### src/rtl/video_timing_gen_pkg.sv
// Shared types and constants for the PAL raster timing generator.
package video_timing_gen_pkg;

    typedef enum logic [1:0] {
        LINE_NORMAL = 2'd0,
        LINE_EQ     = 2'd1,
        LINE_BROAD  = 2'd2
    } line_type_t;

    localparam logic [8:0] FIELD_LEN_EVEN = 9'd312;
    localparam logic [8:0] FIELD_LEN_ODD  = 9'd313;

endpackage

### src/rtl/video_timing_gen_line_classifier.sv
// Combinational decode of a field line number into its sync line type and vertical blanking.
module video_line_classifier
    import video_timing_gen_pkg::*;
#(
    parameter int unsigned V_BLANK_END = 23
) (
    input  logic [8:0] y,
    input  logic [8:0] field_len,
    output line_type_t line_type,
    output logic       vblank
);

    logic tail_lines;

    // The last three lines of a field carry the post-field equalising pulses.
    assign tail_lines = (y >= (field_len - 9'd3));

    always_comb begin
        line_type = LINE_NORMAL;
        if (y <= 9'd2) begin
            line_type = LINE_BROAD;
        end else if ((y <= 9'd4) || tail_lines) begin
            line_type = LINE_EQ;
        end
    end

    assign vblank = (y < 9'(V_BLANK_END)) || tail_lines;

endmodule

### src/rtl/video_timing_gen.sv
// PAL raster timing generator: x/y counters, field parity, sync/blank/burst flags.
// Optional frame_count output is enabled by defining VIDEO_TIMING_FRAME_COUNTER_EN.
module video_timing_gen
    import video_timing_gen_pkg::*;
#(
    parameter int unsigned H_TOTAL        = 3072,
    parameter int unsigned HSYNC_LEN      = 226,
    parameter int unsigned EQ_LEN         = 113,
    parameter int unsigned BURST_START    = 269,
    parameter int unsigned BURST_LEN      = 108,
    parameter int unsigned H_ACTIVE_START = 504,
    parameter int unsigned H_ACTIVE_END   = 3000,
    parameter int unsigned V_BLANK_END    = 23
) (
    input  logic        clk,
    input  logic        reset,
    input  logic        interlace,
    output logic        newframe,
    output logic        newline,
    output logic        even_field,
    output logic [8:0]  video_y,
    output logic [12:0] video_x,
    output logic        sync,
    output logic        blank,
    output logic        burst
`ifdef VIDEO_TIMING_FRAME_COUNTER_EN
    ,
    output logic [15:0] frame_count
`endif
);

    localparam logic [12:0] X_LAST    = 13'(H_TOTAL - 1);
    localparam logic [13:0] C_HSYNC   = 14'(HSYNC_LEN);
    localparam logic [13:0] C_EQ      = 14'(EQ_LEN);
    localparam logic [13:0] C_HALF    = 14'(H_TOTAL / 2);
    localparam logic [13:0] C_HALF_EQ = 14'(H_TOTAL / 2 + EQ_LEN);
    localparam logic [13:0] C_BROAD_A = 14'(H_TOTAL / 2 - HSYNC_LEN);
    localparam logic [13:0] C_BROAD_B = 14'(H_TOTAL - HSYNC_LEN);
    localparam logic [13:0] C_BST     = 14'(BURST_START);
    localparam logic [13:0] C_BEND    = 14'(BURST_START + BURST_LEN);
    localparam logic [13:0] C_ACT_S   = 14'(H_ACTIVE_START);
    localparam logic [13:0] C_ACT_E   = 14'(H_ACTIVE_END);

    logic        lace_q;
    logic        line_end;
    logic        frame_end;
    logic [8:0]  field_len;
    logic [8:0]  len_nxt;
    logic [12:0] x_nxt;
    logic [13:0] xe_nxt;
    logic [8:0]  y_nxt;
    logic        lace_nxt;
    logic        ef_nxt;
    logic        sync_nxt;
    logic        blank_nxt;
    logic        burst_nxt;
    line_type_t  type_nxt;
    logic        vblank_nxt;

    // Odd (313-line) fields exist only while the latched mode is interlaced.
    assign field_len = (lace_q && !even_field) ? FIELD_LEN_ODD : FIELD_LEN_EVEN;
    assign line_end  = (video_x == X_LAST);
    assign frame_end = line_end && (video_y == (field_len - 9'd1));

    always_comb begin
        x_nxt    = line_end ? 13'd0 : (video_x + 13'd1);
        y_nxt    = video_y;
        lace_nxt = lace_q;
        ef_nxt   = even_field;
        if (line_end) begin
            y_nxt = frame_end ? 9'd0 : (video_y + 9'd1);
        end
        if (frame_end) begin
            lace_nxt = interlace;
            ef_nxt   = interlace ? ~even_field : 1'b1;
        end
    end

    assign len_nxt = (lace_nxt && !ef_nxt) ? FIELD_LEN_ODD : FIELD_LEN_EVEN;
    assign xe_nxt  = {1'b0, x_nxt};

    // Decode runs on the next position so the flags register alongside the counters.
    video_line_classifier #(
        .V_BLANK_END (V_BLANK_END)
    ) u_classifier (
        .y         (y_nxt),
        .field_len (len_nxt),
        .line_type (type_nxt),
        .vblank    (vblank_nxt)
    );

    always_comb begin
        sync_nxt = 1'b0;
        unique case (type_nxt)
            LINE_BROAD: sync_nxt = (xe_nxt < C_BROAD_A) ||
                                   ((xe_nxt >= C_HALF) && (xe_nxt < C_BROAD_B));
            LINE_EQ:    sync_nxt = (xe_nxt < C_EQ) ||
                                   ((xe_nxt >= C_HALF) && (xe_nxt < C_HALF_EQ));
            default:    sync_nxt = (xe_nxt < C_HSYNC);
        endcase
    end

    assign burst_nxt = (type_nxt == LINE_NORMAL) && (xe_nxt >= C_BST) && (xe_nxt < C_BEND);
    assign blank_nxt = vblank_nxt || (xe_nxt < C_ACT_S) || (xe_nxt >= C_ACT_E);

    // Reset parks the raster on the last clock of a field so release starts frame 0.
    always_ff @(posedge clk) begin
        if (reset) begin
            video_x    <= X_LAST;
            video_y    <= FIELD_LEN_EVEN - 9'd1;
            even_field <= 1'b0;
            lace_q     <= 1'b0;
            newframe   <= 1'b0;
            newline    <= 1'b0;
            sync       <= 1'b0;
            blank      <= 1'b1;
            burst      <= 1'b0;
        end else begin
            video_x    <= x_nxt;
            video_y    <= y_nxt;
            even_field <= ef_nxt;
            lace_q     <= lace_nxt;
            newframe   <= frame_end;
            newline    <= line_end;
            sync       <= sync_nxt;
            blank      <= blank_nxt;
            burst      <= burst_nxt;
        end
    end

`ifdef VIDEO_TIMING_FRAME_COUNTER_EN
    always_ff @(posedge clk) begin
        if (reset) begin
            frame_count <= 16'd0;
        end else if (newframe) begin
            frame_count <= frame_count + 16'd1;
        end
    end
`endif

endmodule
### config.mk
export PLATFORM = sky130hd
export DESIGN_NAME = video_timing_gen
export DESIGN_NICKNAME = d
export VERILOG_FILES = /design/src/rtl/video_timing_gen_pkg.sv /design/src/rtl/video_timing_gen_line_classifier.sv /design/src/rtl/video_timing_gen.sv
export SDC_FILE = /design/constraint.sdc
export NUM_CORES = 1
export LEC_CHECK = 0
export CORE_ASPECT_RATIO = 1.25
export CORE_MARGIN = 1
export CORE_UTILIZATION = 60
export CTS_BUF_LIST = sky130_fd_sc_hd__clkbuf_4
export CTS_CLUSTER_DIAMETER = 200
export DETAILED_ROUTE_END_ITERATION = 6
export DONT_BUFFER_PORTS = 1
export GPL_ROUTABILITY_DRIVEN = 0
export PLACE_DENSITY_LB_ADDON = 0.1
export SLEW_MARGIN = 20
export SYNTH_ARGS = -nofsm -noshare
export SYNTH_HDL_FRONTEND = slang
export SYNTH_HIERARCHICAL = 1
export SYNTH_SLANG_ARGS = --single-unit
### constraint.sdc
create_clock -name clk -period 4.5 [get_ports clk]
set_input_delay 0.9 -clock clk [delete_from_list [all_inputs] [get_ports clk]]
set_output_delay 0.9 -clock clk [all_outputs]
set_load 0.03 [all_outputs]
# == Word-level counts from Yosys, hierarchy flattened ==
# Index checks and enable logic that the tools add are counted.
# totals
latchBits,0
rom_bits,0
wordCells,59
out_inout_bits,28
mem_bits_rw,0
ff_bits,29
mem_count,0
# op_classes
order_cmp,14
n_addsub,4
n_bitwise,1
multipliers,0
eq_ne,4
mux,11
n_div,0
reduce_logical,16
shift,0
# op_table
cell,count
"13-bit by 11-bit < comparator with 1-bit output, second input constant",2
"13-bit by 9-bit < comparator with 1-bit output, second input constant",2
9-bit 2-to-1 mux,2
"13-bit by 1-bit adder with 13-bit output, second input constant",1
"13-bit by 12-bit == test with 1-bit output, second input constant",1
"13-bit by 11-bit greater-or-equal comparator with 1-bit output, second input constant",1
"13-bit by 12-bit greater-or-equal comparator with 1-bit output, second input constant",1
"13-bit by 9-bit greater-or-equal comparator with 1-bit output, second input constant",1
"13-bit by 12-bit < comparator with 1-bit output, second input constant",1
"13-bit by 7-bit < comparator with 1-bit output, second input constant",1
"13-bit by 8-bit < comparator with 1-bit output, second input constant",1
13-bit 2-to-1 mux,1
"9-bit by 1-bit adder with 9-bit output, second input constant",1
9-bit == test,1
9-bit greater-or-equal comparator,1
"9-bit by 2-bit less-or-equal comparator with 1-bit output, second input constant",1
"9-bit by 3-bit less-or-equal comparator with 1-bit output, second input constant",1
"9-bit by 5-bit < comparator with 1-bit output, second input constant",1
"9-bit by 1-bit subtractor with 9-bit output, second input constant",1
"9-bit by 2-bit subtractor with 9-bit output, second input constant",1
1-bit logical AND,7
1-bit logical OR,6
1-bit 2-to-1 mux,6
"2-bit by 1-bit == test with 1-bit output, second input constant",1
other kinds (6),7

# == Depth between registers and ports, before layout ==
# Gate-level depths: netlist (run 1).
# depth
depth_word,18
mapped_depth,23
ltp_nobuf,21

# == Hierarchy ==
# The synthesis (run 1) kept the hierarchy.
# modules_own_cells
module,n_inst,seq_area_each_um2,area_per_inst_um2,cells_each
video_timing_gen,1,580.6,1890.6,237
video_line_classifier,1,0.0,386.6,50

# == Worst setup path after synthesis (run 1) ==
# OpenSTA, ideal clock, no wires.
# synth_path
path_type,flip-flop to flip-flop
from,register video_x[0]
to,register burst
stages_incl_launch_ff,21
path_slack_ps,515
required_ps,4414
t_arrival_ps,3900
path_cell_list,dfxtp_1 > ha_1 > buf_2 > and4_1 > clkbuf_2 > nand4_2 > nor3_1 > nand3_1 > xor2_1 > nor2_1 > ha_1 > a41oi_1 > a21o_1 > a41oi_1 > a211oi_1 > nor2_1 > inv_1 > ha_1 > nand4_1 > or4_1 > a211oi_1
# synth_via
word_cells_on_any_way,23
classes_between,add/sub: 2; order compare: 5; eq/ne: 1; mux: 8; reduce/logical: 7
# synth_lines
item,line,rtl
from (decl),video_timing_gen.sv:22,"output logic [12:0] video_x,"
from (signal assigned),video_timing_gen.sv:119,video_x <= x_nxt;
13-bit by 12-bit == test with 1-bit output (*),video_timing_gen.sv:62,assign line_end = (video_x == X_LAST);
1-bit logical AND,video_timing_gen.sv:63,assign frame_end = line_end && (video_y == (field_len - 9'd1));
9-bit 2-to-1 mux,video_timing_gen.sv:71,y_nxt = frame_end ? 9'd0 : (video_y + 9'd1);
9-bit 2-to-1 mux (*),video_timing_gen.sv:70,if (line_end) begin
net y_nxt[8],video_timing_gen.sv:51,logic [8:0] y_nxt;
9-bit by 3-bit less-or-equal comparator with 1-bit output or 9-bit greater-or-equal comparator (tied branches),"video_timing_gen_line_classifier.sv:22, video_timing_gen_line_classifier.sv:16",
1-bit logical OR,video_timing_gen_line_classifier.sv:22,end else if ((y <= 9'd4) || tail_lines) begin
1-bit 2-to-1 mux,video_timing_gen_line_classifier.sv:22,
2-bit 2-to-1 mux (*),video_timing_gen_line_classifier.sv:20,if (y <= 9'd2) begin
net type_nxt[0],video_timing_gen.sv:57,line_type_t type_nxt;
2-bit logical NOT (*),video_timing_gen.sv:103,assign burst_nxt = (type_nxt == LINE_NORMAL) && (xe_nxt >= C_BST) && (xe_nxt < C_BEND);
1-bit logical AND (*) (2 in a row),video_timing_gen.sv:103,
to (signal assigned),video_timing_gen.sv:127,burst <= burst_nxt;
to (decl),video_timing_gen.sv:25,output logic burst
# Mark *: on every way through the listed nets, which the timed path passes. The rest lies on a longest branch.
# A chain may end at the register's enable or synchronous reset.

# == Worst setup path after layout (run 1) ==
# Same ends and word-level chain as after synthesis.

==> results of run 1 <==
-- worst register-to-register path, delay by kind of cell (launching register included) --
family	cells	cell delay, ns
DFF	1	0.34
buffers and inverters	1	0.09
adders and majority gates	3	0.65
AOI/OAI and AO/OA	5	0.91
and+or+nand+nor	8	1.87
xor gates and xnor gates	1	0.22
-- worst paths after layout --
path / cells after the start / slack, ns / endpoint
hold reg to reg: 2 / 0.53 / lace_q
setup reg to reg: 18 / 0.36 / burst
setup / recovery: 18 / 0.36 / burst
hold / removal: 2 / 0.53 / lace_q
-- power by group through the flow --
stage	clock network (mW)	logic (mW)	registers [mW]
floorplan	0	0.982	0.599
global placement	0	1.44	0.470
detailed placement	0	1.46	0.473
CTS	0.219	1.47	0.467
global route	0.230	1.64	0.477
finish	0.215	1.50	0.468
-- routing by layer --
| layer | vias to the layer above | part of all wire, % | track usage (%) |
|---|---|---|---|
| met5 | - | 0 | 0 |
| met4 | 0 | 2.9 | 15.7 |
| met3 | 14 | 4.3 | 4.75 |
| met2 | 66 | 55 | 56.9 |
| met1 | 1055 | 37 | 30.2 |
| li1 | 1085 | - | - |
-- Yosys cell counts (all sizes together) (9+ instances only) --
library cell and n:
inv 11, a21oi 12, o21ai 20, clkbuf 9, nand3 10, dfxtp 29, nand2 26, ha 15
xor2 11, xnor2 12, nor3 11, nor2 19
-- cells by family after synthesis --
| family | count (synthesis) |
|---|---|
| compound gates | 72 |
| xor+xnor | 23 |
| fa+ha+maj | 15 |
| buf+inv | 27 |
| flops | 29 |
| mux | 2 |
| other cells | 2 |
| simple gates | 117 |
-- timing repair --
action,4_1_cts,5_1_grt
hold buffers,0,0
gates resized for setup,0,2
endpoints found under the setup margin,0,2
endpoints found under the hold margin,0,0
-- registers in the layout (all words and copies together), names as in the netlist --
name and flops:
video_x 13, video_y 9, blank 1, burst 1, even_field 1, lace_q 1, newframe 1, newline 1
sync 1
-- area by class of cell --
cell class	instances	area, sq um	area share, %
Tap cell	39	48.8	1.91
Clock inverter	2	33.8	1.32
Clock buffer	6	45.0	1.76
Sequential cell	29	581	22.7
Timing Repair Buffer	19	143	5.59
Multi-Input combinational cell	251	1660	65.0
Inverter	11	41.3	1.62
-- cell usage in the layout, fill, tap and decap left out, types with 3 or more instances in the layout --
cell and instances:
or3_1 4, inv_1 11, and2_1 5, buf_4 19, o31ai_1 3, o21a_1 3
nand2b_1 7, conb_1 22, o22ai_1 3, xor2_1 10, nand2_1 26, ha_1 15
nor4_1 7, nor2_1 19, a21oi_1 12, nor3_1 9, xnor2_1 12, o21ai_0 18
nand3_1 10, nor2b_1 7, and3_1 4, nand4_1 3, a21o_1 4, a211oi_1 6
dfxtp_1 29, or4_1 3, and4_1 3, clkbuf_4 6, o211ai_1 3
==> results_dict.tcl, run 1 <==
set metrics [dict create \
    status "finished with violations" \
    violations "DRC" \
    worst-path-buf-inv 1 \
    worstPathArrival_ns 4.39 \
    cts-buffers-inserted 5 \
    synth_edf_count 0 \
    cts.sinks 29 \
    crit_type "reg2reg" \
    required_ns 4.75 \
    synth_xor_area_share_pct 9.18 \
    antenna_left 0 \
    yosysTopAreaCell "dfxtp_1" \
    die_x_um 57.1 \
    fillCellCount 310 \
    p_sw_mw 1.16 \
    cp_slowest_stage_delay_ns 0.43 \
    finalSetupTns_ns 0 \
    powerDensity_mw_per_mm2 853 \
    drt_iter0_drc 81 \
    dpl_cell_area_sq_mm 0.00247 \
    cp-start-kind "register" \
    stdcell_count 357 \
    synth.distinct_cells 61 \
    setup_ws_ns 0.358 \
    yosys-mux-area-fraction_pct 0.879 \
    grt_start_max_net_pins 23 \
    irDropWorstVdd_mv 0.422 \
    tritoncts "built" \
    dp_slack_ns 0.370 \
    max-cap-violations 0 \
    hold_start "lace_q" \
    crit_start "video_x[0]" \
    reg2reg_from "video_x[0]" \
    synth_area_sq_mm 0.00228 \
    drive_above_1_share_pct 12.9 \
    synth.avg_cell_area_sq_um 7.93 \
    relSlewSlack_pct 56.0 \
    placed_cells 349 \
    io_buffers 0 \
    switching_share_pct 53.4 \
    viasPerCell 6.22 \
    synth.area.top_cells "dfxtp_1 25%, ha_1 8.2%, xnor2_1 4.6%" \
    ys_seq_area_share_pct 25.5 \
    finalSetupViolations 0 \
    fp-row-count 24 \
    tightest_slew_ns 0.659 \
    grt_pass1_vias 2153 \
    path_delay_family "simple AND/OR/NAND/NOR gates" \
    async_reset_ff_share_pct 0 \
    insertion_delay_ns 0.33 \
    post_cts_buffers 0 \
    synthCells 287 \
    grt_overflow 0 \
    clock_skew_ns 0.0105 \
    drt_pass1_iterations 7 \
    ioPinCount 31 \
    min_period_ns 4.14 \
    dieArea_sq_mm 0.00405 \
    layout.nets 335 \
    grt_usage_pct 29.7 \
    dpl.hpwl_mm 4.41 \
    clockBufferDepth 2 \
    synth_flop_cell "dfxtp_1" \
    cts_max_level 2 \
    fmax_ghz 0.241 \
    hold_path.class "reg2reg" \
    clockRootBuffer "clkbuf_4" \
    final_util_pct 72.0 \
    wire_per_inst_um 16.0 \
    synth_compound_area_share_pct 21.9 \
    fin_area_sq_mm 0.00255 \
    core_sq_mm 0.00354 \
    start_util_pct 64.3 \
    synth_top_family_by_area "simple AND/OR/NAND/NOR gates" \
    netlist.area_leader.share_pct 25.5 \
    path_max_fanout 9 \
    ys_seq_elements 29 \
    hold_violations 0 \
    power_mw 2.18 \
    antenna_found_initial 0 \
    drt_wl_total_mm 5.71 \
    synthSimpleGateAreaFrac_pct 29.0 \
    p_comb_share_pct 68.7 \
    clkPwrFrac_pct 9.9 \
    synthAdderAreaFrac_pct 8.24 \
    synth_warnings 6 \
    slew_violations 0 \
    p_int_mw 1.01 \
    whs_ns 0.532 \
    leakage_nw 1.07 \
    n_antenna_cell 0 \
    grt_pass1_wl_mm 9.29 \
    seqPwrFrac_pct 21.5 \
    rsz0062_at_grt "no" \
    drc_errors 2 \
    min_period_over_period_pct 92.1 \
    cp_cell_sequence "ha_1 > and4_1 > nand4_2 > nor3_1 > nand3_1 > xor2_1 > nor2_1 > ha_1 > a41oi_1 > a21o_1 > a41oi_1 > a211oi_1 > nor2_1 > inv_1 > ha_1 > nand4_1 > or4_1 > a211oi_1" \
    area_delta_synth_final_pct 12.1 \
    clkTransAtPathRegs_ns 0.10 \
    vias 2220 \
    cpMostUsedCell "ha_1" \
    die_y_um 70.9 \
    worstSetupEndpointType "register" \
    cp_slowest_cell "or4_1" \
]
(Power assumes the default switching activity.)
==> run 2: changes to the inputs <==
HOLD_SLACK_MARGIN = 0.08   (was not set)
SLEW_MARGIN = 10   (was 20)
==> results of run 2 <==
Final layout, timing and power as in run 1 (identical DEF).
